$ cat config.mk
export PLATFORM = sky130hd
export DESIGN_NAME = or1200_fwd_ctrl
export DESIGN_NICKNAME = d
export VERILOG_FILES = /design/src/rtl/or1200_fwd_ctrl.sv
export SDC_FILE = /design/constraint.sdc
export NUM_CORES = 1
export LEC_CHECK = 0
export BUFFER_PORTS_ARGS = -buffer_cell sky130_fd_sc_hd__buf_2
export CAP_MARGIN = 0
export CORE_MARGIN = 3
export CORE_UTILIZATION = 55
export CTS_BUF_LIST = sky130_fd_sc_hd__clkbuf_4
export CTS_CLUSTER_SIZE = 24
export DETAILED_ROUTE_END_ITERATION = 8
export PLACE_DENSITY = 0.84
export SYNTH_ARGS = -nofsm -noshare
export SYNTH_HDL_FRONTEND = slang
export SYNTH_SLANG_ARGS = --single-unit
$ cat constraint.sdc
create_clock -name clk -period 5.2 [get_ports clk]
set_input_delay 1.56 -clock clk [delete_from_list [all_inputs] [get_ports clk]]
set_output_delay 1.56 -clock clk [all_outputs]
set_load 0.1 [all_outputs]
$ cat src/rtl/or1200_fwd_ctrl.sv
// Operand-forwarding and load-use interlock controller for or1200_operandmuxes.
// Optional perf counters (fwd_cnt, stall_cnt) are built when OR1200_FWD_PERF_EN is defined.
module or1200_fwd_ctrl (
    input  logic       clk,
    input  logic       rst,
    input  logic       id_freeze,
    input  logic       ex_freeze,
    input  logic       if_valid,
    input  logic [4:0] if_rfa_addr,
    input  logic       if_rfa_en,
    input  logic [4:0] if_rfb_addr,
    input  logic       if_rfb_en,
    input  logic       if_imm_b,
    input  logic [4:0] if_rfd_addr,
    input  logic       if_rfwb,
    input  logic       if_load,
    output logic [1:0] sel_a,
    output logic [1:0] sel_b,
    output logic       hz_stall
`ifdef OR1200_FWD_PERF_EN
    ,
    output logic [15:0] fwd_cnt,
    output logic [15:0] stall_cnt
`endif
);

    typedef enum logic [1:0] {
        SEL_RF  = 2'b00,
        SEL_IMM = 2'b01,
        SEL_EXF = 2'b10,
        SEL_WBF = 2'b11
    } sel_e;

    typedef enum logic [1:0] {
        MODE_ADV,
        MODE_DRAIN,
        MODE_HOLD
    } mode_e;

    logic [4:0] id_rfd;
    logic       id_wb;
    logic       id_ld;
    logic [4:0] ex_rfd;
    logic       ex_wb;

    mode_e mode;
    sel_e  adv_sel_a;
    sel_e  adv_sel_b;
    logic  a_id, a_ex, b_id, b_ex;
    logic  adv_stall;

    function automatic logic src_match(input logic en, input logic [4:0] addr,
                                       input logic wb, input logic [4:0] rfd);
        return en && (addr != 5'd0) && wb && (addr == rfd);
    endfunction

    // A code one stage older: EX-forward becomes WB-forward, WB-forward falls back to the RF.
    function automatic logic [1:0] age_sel(input logic [1:0] s);
        case (s)
            SEL_EXF: return SEL_WBF;
            SEL_WBF: return SEL_RF;
            default: return s;
        endcase
    endfunction

    always_comb begin
        mode = MODE_ADV;
        if (ex_freeze)
            mode = MODE_HOLD;
        else if (id_freeze)
            mode = MODE_DRAIN;
    end

    always_comb begin
        a_id = src_match(if_rfa_en, if_rfa_addr, id_wb, id_rfd);
        a_ex = src_match(if_rfa_en, if_rfa_addr, ex_wb, ex_rfd);
        b_id = src_match(if_rfb_en, if_rfb_addr, id_wb, id_rfd);
        b_ex = src_match(if_rfb_en, if_rfb_addr, ex_wb, ex_rfd);

        adv_sel_a = SEL_RF;
        if (if_valid) begin
            if (a_id)
                adv_sel_a = SEL_EXF;
            else if (a_ex)
                adv_sel_a = SEL_WBF;
        end

        adv_sel_b = SEL_RF;
        if (if_imm_b)
            adv_sel_b = SEL_IMM;
        else if (if_valid) begin
            if (b_id)
                adv_sel_b = SEL_EXF;
            else if (b_ex)
                adv_sel_b = SEL_WBF;
        end

        adv_stall = id_ld && ((adv_sel_a == SEL_EXF) || (adv_sel_b == SEL_EXF));
    end

    always_ff @(posedge clk) begin
        if (rst) begin
            id_rfd   <= '0;
            id_wb    <= 1'b0;
            id_ld    <= 1'b0;
            ex_rfd   <= '0;
            ex_wb    <= 1'b0;
            sel_a    <= SEL_RF;
            sel_b    <= SEL_RF;
            hz_stall <= 1'b0;
        end else begin
            case (mode)
                MODE_ADV: begin
                    id_rfd   <= if_rfd_addr;
                    id_wb    <= if_rfwb & if_valid;
                    id_ld    <= if_load & if_valid;
                    ex_rfd   <= id_rfd;
                    ex_wb    <= id_wb;
                    sel_a    <= adv_sel_a;
                    sel_b    <= adv_sel_b;
                    hz_stall <= adv_stall;
                end
                MODE_DRAIN: begin
                    ex_wb    <= 1'b0;
                    sel_a    <= age_sel(sel_a);
                    sel_b    <= age_sel(sel_b);
                    hz_stall <= 1'b0;
                end
                default: ;
            endcase
        end
    end

`ifdef OR1200_FWD_PERF_EN
    logic adv_fwd;

    assign adv_fwd = adv_sel_a[1] | adv_sel_b[1];

    always_ff @(posedge clk) begin
        if (rst) begin
            fwd_cnt   <= '0;
            stall_cnt <= '0;
        end else begin
            if ((mode == MODE_ADV) && adv_fwd && (fwd_cnt != '1))
                fwd_cnt <= fwd_cnt + 16'd1;
            if (hz_stall && (stall_cnt != '1))
                stall_cnt <= stall_cnt + 16'd1;
        end
    end
`endif

endmodule

; ---- After elaboration in Yosys (flattened, before gate mapping)
; Cells that the tools add are included.
[word_totals]
ff_bits = 18
input_bits = 25
output_inout_bits = 5
elab_cells = 56
[op_classes]
eq_ne = 13
mux = 15
n_bitwise = 2
n_reduce_logical = 18
[op_table]
columns = cell, n
row1 = equality test 5 bit, 4
row2 = 2-to-1 mux 2 bit, 8
row3 = case mux 2 bit (2 select lines), 4
row4 = equality test 2 bit (second input constant), 6
row5 = logical AND 1 bit, 11
row6 = nonzero test 5 bit, 2
row7 = inequality test 3 x 1 -> 1 bit (second input constant), 2
row8 = case mux 1 bit (2 select lines), 2
row9 = AND reduction 2 bit, 2
row10 = bitwise AND 1 bit, 2
row11 = equality test 2 x 1 -> 1 bit (second input constant), 1
row12 = logical NOT 2 bit, 1
row13 = nonzero test 2 bit, 1
row14 = logical OR 1 bit, 1
row15 = 2-to-1 mux 1 bit, 1

; ---- Logic depth before layout (Yosys ltp)
[depth]
depth_word = 12
depth_mapped = 6
depth_no_buf = 5

; ---- Worst setup path after synthesis
; OpenSTA, ideal clock, no wires.
[synth_path]
path_type = input-to-reg
from = input if_rfb_addr[1]
to = register sel_b[0]
setup_time_ns = 0.070
arrival_ns = 2.665
t_required_ns = 5.130
slack_ns = 2.465
cell_stages = 5
path_buffers = 0
cell_sequence = xor2_1 -> nor4_2 -> nand3_1 -> or4_1 -> a21oi_1
[synth_between]
elab_chain_cells = 9
word_cells_on_any_way = 13
cone_classes = 2 x eq/ne / 5 x mux / 6 x reduce/logical
[synth_rtl]
columns = item, line_no
row1 = from (decl), 11  ; input logic [4:0] if_rfb_addr,
row2 = nonzero test 5 bit, 54  ; return en && (addr != 5'd0) && wb && (addr == rfd);
row3 = logical AND 1 bit (3 in series), 54
row4 = 2-to-1 mux 2 bit, 94  ; else if (b_ex)
row5 = 2-to-1 mux 2 bit (*), 92  ; if (b_id)
row6 = 2-to-1 mux 2 bit (*), 91  ; else if (if_valid) begin
row7 = 2-to-1 mux 2 bit (*), 89  ; if (if_imm_b)
row8 = case mux 2 bit (2 select lines) (*), 112  ; case (mode)
row9 = to (signal assigned), 120  ; sel_b <= adv_sel_b;
row10 = to (signal assigned), 126  ; sel_b <= age_sel(sel_b);
row11 = to (decl), 18  ; output logic [1:0] sel_b,
; Mark *: on every way between the ends. The rest lies on a longest branch, timed or not.
; A chain may end at the register's enable or synchronous reset.

; ---- Final worst setup path
[layout_path]
from = input ex_freeze
to = register sel_b[1]
[layout_between]
elab_chain_cells = 4
word_cells_on_any_way = 7
cone_classes = 2 x eq/ne / 2 x mux / 3 x reduce/logical
[layout_rtl]
columns = item, line_no
row1 = from (decl), 7  ; input logic ex_freeze,
row2 = 2-to-1 mux 2 bit (*), 68  ; if (ex_freeze)
row3 = equality test 2 x 1 -> 1 bit / logical NOT 2 bit (equally long branches), 112
row4 = inequality test 3 x 1 -> 1 bit (no line) / nonzero test 2 bit (equally long branches), -
row5 = AND reduction 2 bit (no line), -
; Marks and branches as above.

==> impl_metrics.tcl <==
set metrics [dict create \
    grt_start_max_net_pins 20 \
    cts_hold_repair.buffers 0 \
    p_leak_nw 0.471 \
    setup_violations 0 \
    ir_worst_vdd_mv 0.170 \
    outcome "complete, no violations" \
    track_usage_pct 22.9 \
    drc 0 \
    fin_skew_ns 0.00484 \
    fill_cells 154 \
    grt_pass1_wl_mm 4.26 \
    finalHoldViolCount 0 \
    gp_congestion 0.777 \
    numCtsBuffers 3 \
    hold_slack_ns 0.468 \
    cap_violations 0 \
    path_clk_slew_ns 0.11 \
    fp.dieW_um 48.7 \
    syn_nets 156 \
    diodes 0 \
    synthTopCellsByArea "dfxtp_1 (36%), xor2_1 (10%), nand2_1 (10%)" \
    syn_inst 131 \
    drtAntennaViolNets 0 \
    grt_pass1_vias 1004 \
    insertion_delay_ns 0.30 \
    p_per_area_mw_per_mm2 240 \
    avgSynthCellArea_um2 7.67 \
    yosysSeqAreaShare_pct 35.9 \
    antenna_found_initial 0 \
    fin_nets 184 \
    dr.pass1.iters 4 \
    power_uw 284 \
    syn_area_mm2 0.00100 \
    ys_seq_elements 18 \
    critPathMaxFanout 14 \
    drive_gt1_share_pct 21.5 \
    fin_ws_ns 2.32 \
    synth_cell_types 31 \
    yosysWarnings 0 \
    synth.top_cell.area_share_pct 35.9 \
    required_ns 5.44 \
    period_share_pct 55.3 \
    ctsResizeCount 0 \
    tightest_slew_ns 0.870 \
    end_kind "flop" \
    postCtsSetupBuffers 0 \
    fin_crit_ns 2.88 \
    path_class "primary input to flop" \
    hold_path.class "flop to flop" \
    dpl.hpwl_mm 1.87 \
    gr-total-overflow 0 \
    drv_slew 0 \
    dieArea_mm2 0.00238 \
    post-place-ws_ns 2.00 \
    vias 1020 \
    cts.path.max_buffers 2 \
    yosysTopAreaCell "dfxtp_1" \
    io_buffers 29 \
    synthToLayoutAreaGrowth_pct 17.8 \
    start_util_pct 62.3 \
    rsz0062_at_grt "no" \
    fp-row-count 14 \
    die_h_um 48.7 \
    wl_mm 2.48 \
    clock-sinks 18 \
    cts_tree "built" \
    clockRootBuffer "clkbuf_4" \
    cp.arrival_ns 3.12 \
    slew_headroom_pct 41.8 \
    drt_iter0_drc 29 \
    r2r_slack_ns 3.47 \
    final.setup.tns_ns 0 \
    viasPerCell 5.60 \
    io_pins 30 \
    start_kind "primary input" \
    h-tree-depth 1 \
    core_area_mm2 0.00161 \
    fmax_mhz 348 \
    routedWlPerCell_um 13.6 \
]
-- registers in the layout, summed over array words and instances (netlist names) --
signal and count:
id_ld 1, id_rfd 5, id_wb 1, sel_b 2, ex_rfd 5, sel_a 2, hz_stall 1, ex_wb 1
-- synth_stat cells --
master,count
nand2_1,27
a21oi_1,18
dfxtp_1,18
xor2_1,12
xnor2_1,8
nor2_1,7
clkbuf_1,5
nand3_1,3
nor4_1,3
or4_1,3
inv_1,2
nand4b_1,2
nor2b_1,2
nor3_1,2
o21ai_1,2
or2_1,2
a21o_1,1
a221oi_1,1
a311oi_1,1
a31oi_1,1
a32oi_1,1
and3_1,1
buf_1,1
inv_2,1
nand4_1,1
nor3b_1,1
nor4_2,1
o2111ai_1,1
o21ai_0,1
o22ai_1,1
or3_1,1
-- power breakdown --
group	total, mW	internal, mW	switching, mW
logic	0.0598	0.0206	0.0392
registers	0.149	0.143	0.00583
clock network	0.0753	0.0280	0.0473
total	0.284	0.191	0.0923
-- critical path: stages --
cell     delay (ns)
buf_2          0.17
nor2_1         0.68
nor2_1         0.11
or4_1          0.49
o21ai_1        0.11
-- cell usage in the layout (no fill, tap or decap), types with 3 or more instances in the layout --
cell type,count
xnor2_1,8
nand2_1,27
nor2_1,7
nor4_1,3
xor2_1,12
nand3_1,3
a21oi_1,18
buf_2,29
or4_1,3
clkbuf_4,3
dfxtp_1,18
-- final cells by class --
cell class	count	area, µm²	share of cell area, %
sequential	18	360	30.4
tap	24	30.0	2.54
inverter	3	11.3	0.951
timing repair buffer	29	145	12.3
clock buffer	3	22.5	1.90
multi-input combinational	104	611	51.6
clock inverter	1	3.75	0.317
-- through the flow --
step	area [µm²]	cells	utilization, %
2_1_floorplan	1000	131	-
3_3_place_gp	1160	178	71.8
3_5_place_dp	1160	178	71.8
4_1_cts	1180	182	73.4
5_1_grt	1180	182	73.4
6_report	1180	182	73.4
-- logic make-up after synthesis --
| logic type | Yosys count | synth area share [%] |
|---|---|---|
| simple gates | 56 | 27.4 |
| xor+xnor | 20 | 17.4 |
| flops | 18 | 35.9 |
| compound gates | 28 | 15.9 |
| buf+inv | 9 | 3.36 |
-- worst paths after layout --
check                  end       from  depth (start not counted)
setup / recovery  sel_b[1]  ex_freeze                          5
hold / removal       id_ld      id_ld                          2
setup reg to reg  sel_a[1]  id_rfd[2]                          5
hold reg to reg      id_ld      id_ld                          2
-- routing by layer --
metal	vias to the layer above	wire length (µm)	GRT usage, %
met3	6	153	7.06
met5	-	0	0
li1	508	-	-
met1	473	1130	29.1
met2	33	1160	34.6
met4	0	34	11.8
Note: power is estimated with default switching activity, not from simulation.
